===== config.mk =====
export PLATFORM = sky130hd
export DESIGN_NAME = seven_display_scanner
export DESIGN_NICKNAME = d
export VERILOG_FILES = /design/src/rtl/seven_display_scanner.sv
export SDC_FILE = /design/constraint.sdc
export NUM_CORES = 1
export LEC_CHECK = 0
export BUFFER_PORTS_ARGS = -buffer_cell sky130_fd_sc_hd__buf_2
export CAP_MARGIN = 10
export CELL_PAD_IN_SITES_DETAIL_PLACEMENT = 1
export CELL_PAD_IN_SITES_GLOBAL_PLACEMENT = 1
export CORE_ASPECT_RATIO = 1.1
export CORE_MARGIN = 4
export CORE_UTILIZATION = 43
export DETAILED_ROUTE_END_ITERATION = 10
export PLACE_DENSITY_LB_ADDON = 0.08
export SLEW_MARGIN = 0
export SYNTH_ARGS = -nofsm -noshare
export SYNTH_HDL_FRONTEND = slang
export SYNTH_SLANG_ARGS = --single-unit

===== constraint.sdc =====
create_clock -name clk -period 4.95 [get_ports clk]
set_clock_uncertainty 0.2 [all_clocks]
set_input_delay 0.99 -clock clk [delete_from_list [all_inputs] [get_ports clk]]
set_output_delay 0.99 -clock clk [all_outputs]
set_load 0.03 [all_outputs]

===== src/rtl/seven_display_scanner.sv =====
// Time-multiplexed scan controller for DIGITS common-anode digits sharing one
// seven-segment decoder. The display image is double-buffered and committed only at frame wrap.
//
// state   | meaning
// S_BLANK | dead time, all anodes off, decoder input settling for the upcoming digit
// S_ON    | anode of digit idx on (unless that digit is blanked)
module seven_display_scanner #(
  parameter int DIGITS = 4,
  parameter int DWELL  = 50000,
  parameter int BLANK  = 1000
) (
  input  logic                  clk,
  input  logic                  rst_n,
  input  logic                  load,
  input  logic [4*DIGITS-1:0]   data_in,
  input  logic [DIGITS-1:0]     blank_in,
  output logic [3:0]            value,
  output logic [DIGITS-1:0]     digit_en,
  output logic                  frame_start,
  output logic                  pending
);

  localparam int IW   = $clog2(DIGITS);
  localparam int CMAX = (DWELL > BLANK) ? DWELL : BLANK;
  localparam int CW   = (CMAX > 1) ? $clog2(CMAX) : 1;

  typedef enum logic {S_BLANK, S_ON} state_t;

  state_t                state_q, state_d;
  logic [IW-1:0]         idx_q, idx_d;
  logic [CW-1:0]         cnt_q, cnt_d;
  logic [4*DIGITS-1:0]   act_data_q, act_data_d;
  logic [4*DIGITS-1:0]   shd_data_q, shd_data_d;
  logic [DIGITS-1:0]     act_blank_q, act_blank_d;
  logic [DIGITS-1:0]     shd_blank_q, shd_blank_d;
  logic                  pending_q, pending_d;
  logic                  frame_start_q, frame_start_d;
  logic [DIGITS-1:0]     digit_en_q, digit_en_d;
  logic                  commit;

  always_comb begin
    state_d       = state_q;
    idx_d         = idx_q;
    cnt_d         = cnt_q;
    act_data_d    = act_data_q;
    act_blank_d   = act_blank_q;
    shd_data_d    = shd_data_q;
    shd_blank_d   = shd_blank_q;
    pending_d     = pending_q;
    commit        = 1'b0;

    case (state_q)
      S_BLANK: begin
        if (cnt_q == CW'(BLANK - 1)) begin
          state_d = S_ON;
          cnt_d   = '0;
        end else begin
          cnt_d = cnt_q + CW'(1);
        end
      end
      default: begin
        if (cnt_q == CW'(DWELL - 1)) begin
          state_d = S_BLANK;
          cnt_d   = '0;
          if (idx_q == IW'(DIGITS - 1)) begin
            idx_d  = '0;
            commit = 1'b1;
          end else begin
            idx_d = idx_q + IW'(1);
          end
        end else begin
          cnt_d = cnt_q + CW'(1);
        end
      end
    endcase

    // A load landing on the commit edge bypasses the shadow so it is not lost for a frame.
    if (load) begin
      shd_data_d  = data_in;
      shd_blank_d = blank_in;
      if (commit) begin
        act_data_d  = data_in;
        act_blank_d = blank_in;
        pending_d   = 1'b0;
      end else begin
        pending_d = 1'b1;
      end
    end else if (commit && pending_q) begin
      act_data_d  = shd_data_q;
      act_blank_d = shd_blank_q;
      pending_d   = 1'b0;
    end

    frame_start_d = commit;

    // Enables are computed from next-state values so the registered output lines up with state_q.
    for (int i = 0; i < DIGITS; i++) begin
      digit_en_d[i] = !((state_d == S_ON) && (idx_d == IW'(i)) && !act_blank_d[i]);
    end
  end

  always_ff @(posedge clk or negedge rst_n) begin
    if (!rst_n) begin
      state_q       <= S_BLANK;
      idx_q         <= '0;
      cnt_q         <= '0;
      act_data_q    <= '0;
      shd_data_q    <= '0;
      act_blank_q   <= '1;
      shd_blank_q   <= '1;
      pending_q     <= 1'b0;
      frame_start_q <= 1'b0;
      digit_en_q    <= '1;
    end else begin
      state_q       <= state_d;
      idx_q         <= idx_d;
      cnt_q         <= cnt_d;
      act_data_q    <= act_data_d;
      shd_data_q    <= shd_data_d;
      act_blank_q   <= act_blank_d;
      shd_blank_q   <= shd_blank_d;
      pending_q     <= pending_d;
      frame_start_q <= frame_start_d;
      digit_en_q    <= digit_en_d;
    end
  end

  always_comb begin
    value = 4'h0;
    for (int i = 0; i < DIGITS; i++) begin
      if (idx_q == IW'(i)) value = act_data_q[4*i +: 4];
    end
  end

  assign digit_en    = digit_en_q;
  assign frame_start = frame_start_q;
  assign pending     = pending_q;

endmodule


# After elaboration in Yosys (flattened, before gate mapping)
# Index checks and enable logic that the tools add are counted.
[word_totals]
out_inout_bits = 10
reg_bits = 65
input_bits = 23
wordCells = 67
[op_classes]
n_reduce_logical = 21
muxes = 25
n_addsub = 2
n_eq_ne = 9
[ops]
columns = ["operator", "n"]
rows = [
  ["$mux 16", 6],
  ["$mux 4", 7],
  ["$add 16x1->16 const B", 1],
  ["$eq 16x10->1 const B", 1],
  ["$eq 16x16->1 const B", 1],
  ["$logic_and 1x1->1", 9],
  ["$mux 1", 9],
  ["$eq 2x2->1 const B", 4],
  ["$logic_not 1->1", 8],
  ["$mux 2", 3],
  ["$eq 2x1->1 const B", 2],
  ["$logic_not 2->1", 2],
  ["$add 2x1->2 const B", 1],
  ["$ne 2x1->1 const B", 1],
  ["$reduce_and 2->1", 1],
  ["$reduce_bool 2->1", 1],
]

# Depth between registers and ports, before layout
[depth]
word_depth = 10
mapped_depth = 7
mapped_depth_nobuf = 7

# Worst setup path before layout
# No wires, ideal clock.
[synth_timing]
path_type = "register to output"
start = "register idx_q[1]"
end = "output port value[0]"
path_stages_with_launch = 8
path_buffers = 0
required_ns = 3.760
setup_slack_ns = 2.011
t_arrival_ns = 1.749
path_cell_list = "dfrtp_1 -> inv_1 -> ha_1 -> nor2b_1 -> a22oi_1 -> nor2_1 -> a21oi_1 -> o21ai_0"
[synth_via]
elab_chain_len = 5
word_cells_on_any_way = 8
classes_between = "eq/ne (3); mux (4); reduce/logical (1)"
[synth_lines]
columns = ["element", "line", "source"]
rows = [
  ["start, declared", "30", "logic [IW-1:0] idx_q, idx_d;"],
  ["start signal, assigned", "116", "idx_q <= idx_d;"],
  ["$logic_not 2->1", "131", "if (idx_q == IW'(i)) value = act_data_q[4*i +: 4];"],
  ["$mux 4 (3 in a row)", "131", ""],
  ["$mux 4 *", "131", ""],
  ["end, declared", "17", "output logic [3:0] value,"],
]
# Every way passes the cells marked *; elsewhere a longest branch is shown, timed or not.

# Final worst setup path
[layout_timing]
start = "register idx_q[1]"
end = "output port value[3]"
# Same word-level chain as after synthesis.

==> flow_summary.json <==
{
  "tritoncts": "done",
  "syn_avg_cell_area_um2": 11.9,
  "criticalPathCategory": "flip-flop to primary output",
  "fin_crit_sh_pct": 66.0,
  "dr.first_iter.drc_count": 45,
  "diodes": 0,
  "synth_area_um2": 2940,
  "ys.flop_type": "dfrtp_1",
  "antenna_found_initial": 0,
  "synth_enable_flop_cells": 0,
  "dpl_cell_area_um2": 3170,
  "status": "complete, no violations",
  "num-fill-cells": 724,
  "ir_drop_uv": 157,
  "setup_viol": 0,
  "yosysTopAreaCell": "dfrtp_1",
  "syn_inst": 248,
  "final_max_slew_viol_count": 0,
  "power.density_nw_per_um2": 320,
  "cellLeakagePower_nw": 1.55,
  "rsz0062_at_grt": "false",
  "rows": 31,
  "worst-r2r-cell-count": 4,
  "grt.overflow.total": 0,
  "vias": 1942,
  "hp-start": "shd_blank_q[3]$_DFFE_PN1P_",
  "r2r_slack_ps": 1920,
  "wl_um": 5730,
  "critPathCapture": "value[3]",
  "tns_ps": 0,
  "cp_data_arrival_time_ps": 2080,
  "final_cell_mix": "dfrtp_1, mux2_2, buf_2",
  "io_pins": 33,
  "grt_pass1_wl_um": 10100,
  "port_buffers": 32,
  "die_area_um2": 8230,
  "synth_cell_types": 43,
  "syn_nets": 276,
  "viasPerCell": 5.25,
  "gp_congestion": 0.703,
  "worstPathRequired_ps": 3760,
  "synthToLayoutAreaGrowth_pct": 14.6,
  "relSlewSlack_pct": 30.1,
  "dpl.hpwl_um": 4100,
  "fmax_ghz": 0.306,
  "layout.nets": 311,
  "end_kind": "primary output",
  "clock-sinks": 65,
  "grt_pass1_vias": 2079,
  "cts_setup_buffers": 0,
  "drive_gt1_share_pct": 35.8,
  "hold_violations": 0,
  "synth_seq_cells": 65,
  "hp-class": "flip-flop to flip-flop",
  "grt_start_max_net_pins": 44,
  "ant_nets": 0,
  "cts_resized": 0,
  "p_total_mw": 1.08,
  "ys_async_sr_fraction_pct": 100,
  "wl_per_cell_um": 15.5,
  "core_area_um2": 6630,
  "worstReg2RegStart": "cnt_q[11]$_DFF_PN0_",
  "grt_usage_pct": 15.9,
  "r2r_end": "act_data_q[0]$_DFFE_PN0P_",
  "drcViolationCount": 0,
  "critPathLaunch": "idx_q[1]$_DFF_PN0_",
  "start_kind": "flip-flop",
  "path_clk_slew_ps": 80,
  "cts.path.max_buffers": 2,
  "cap_violations": 0,
  "period_needed_ps": 3270,
  "tightest_slew_ps": 1040,
  "die_h_um": 94.7,
  "synth_seq_area_share_pct": 55.8,
  "path_max_fanout": 7,
  "synth.area.top_cells": "dfrtp_1, mux2_2, dfstp_2",
  "layout_commonest_cell": "dfrtp_1",
  "numCtsBuffers": 9,
  "start_util_pct": 44.3,
  "cts_hold_buf": 0,
  "postLayoutCellArea_um2": 3370,
  "clk_latency_ps": 340,
  "dieWidth_um": 86.8,
  "drt-pass1-iter-count": 4,
  "synth_top_area_share_pct": 45.1,
  "cts-htree-levels": 3,
  "yosys_warnings": 0,
  "root_buffer": "clkbuf_8"
}
## stage by stage
step           util, %  instances  worst slack [ps]  hold WS [ps]
2_1_floorplan        -        248              2010           248
3_3_place_gp      47.7        354              1710           259
3_5_place_dp      47.7        354              1600           272
4_1_cts           50.8        370              1630           284
5_1_grt           50.8        370              1440           289
6_report          50.8        370              1680           281
## cell families after synthesis
family | after synthesis | synth area share [%]
multiplexers | 36 | 13.7
XOR/XNOR | 14 | 4.17
AO/OA/AOI/OAI | 25 | 5.49
adder cells (fa/ha/maj) | 5 | 2.13
buffers and inverters | 22 | 3.15
AND/OR/NAND/NOR | 81 | 15.6
flip-flops | 65 | 55.8
## layer usage
layer	global-route usage, %	vias up	share of wire [%]
met5	0	-	0
met3	3.05	13	3.6
met2	25.0	30	49
met4	8.57	0	2.5
li1	-	933	-
met1	20.6	966	45
## worst min path at each step
stage | end | slack (ps) | cells past startpoint
after CTS | shd_blank_q[3]$_DFFE_PN1P_ | 280 | 2
after global placement | shd_blank_q[0]$_DFFE_PN1P_ | 260 | 2
after global routing | shd_blank_q[2]$_DFFE_PN1P_ | 290 | 2
after floorplan | shd_blank_q[0]$_DFFE_PN1P_ | 250 | 2
after detailed placement | shd_blank_q[3]$_DFFE_PN1P_ | 270 | 2
final | shd_blank_q[3]$_DFFE_PN1P_ | 280 | 2
## report_power, final
part / total, mW / switching (mW) / leakage [nW] / internal [mW]
logic: 0.0569 / 0.0312 / 0.650 / 0.0257
clock network: 0.459 / 0.212 / 0.0949 / 0.247
registers: 0.562 / 0.00768 / 0.802 / 0.554
## state kept, by name, indices dropped and copies added, names as in the netlist
| register | cells |
|---|---|
| shd_blank_q | 4 |
| frame_start | 1 |
| pending | 1 |
| state_q | 1 |
| act_data_q | 16 |
| shd_data_q | 16 |
| idx_q | 2 |
| cnt_q | 16 |
| act_blank_q | 4 |
| digit_en | 4 |
## layout make-up
cell class                      count  area (µm²)  area share [%]
Sequential cell                    65        1640            48.7
Multi-Input combinational cell    161        1210            35.8
Timing Repair Buffer               33         168            4.97
Clock buffer                       10         138            4.08
Tap cell                           82         103            3.04
Clock inverter                      6        66.3            1.97
Inverter                           13        48.8            1.45
## synth_stat cells (2+ instances only)
library cell and instances:
xnor2_1 7, nor2_1 23, clkbuf_1 5, o31ai_1 2, inv_1 13, buf_2 2, nand2_1 19, dfstp_2 12
a32o_1 2, a21oi_1 5, or3b_1 2, dfrtp_1 53, xor2_1 7, nor4_1 6, mux2_2 32, and3_1 2
a22oi_1 3, nand3_1 6, mux2i_1 3, o21ai_0 9, nand4_1 2, ha_1 5, o41ai_1 2, or4_1 4
nor2b_1 2, or2_2 3
## critical path: stages (launching register included)
cell and delay (ps):
dfrtp_1 450, inv_1 90, ha_1 260, nor2b_1 220
a22oi_1 110, nor2_1 110, a21oi_1 50, o21ai_0 220
buf_2 240
Note: power is estimated with default switching activity, not from simulation.
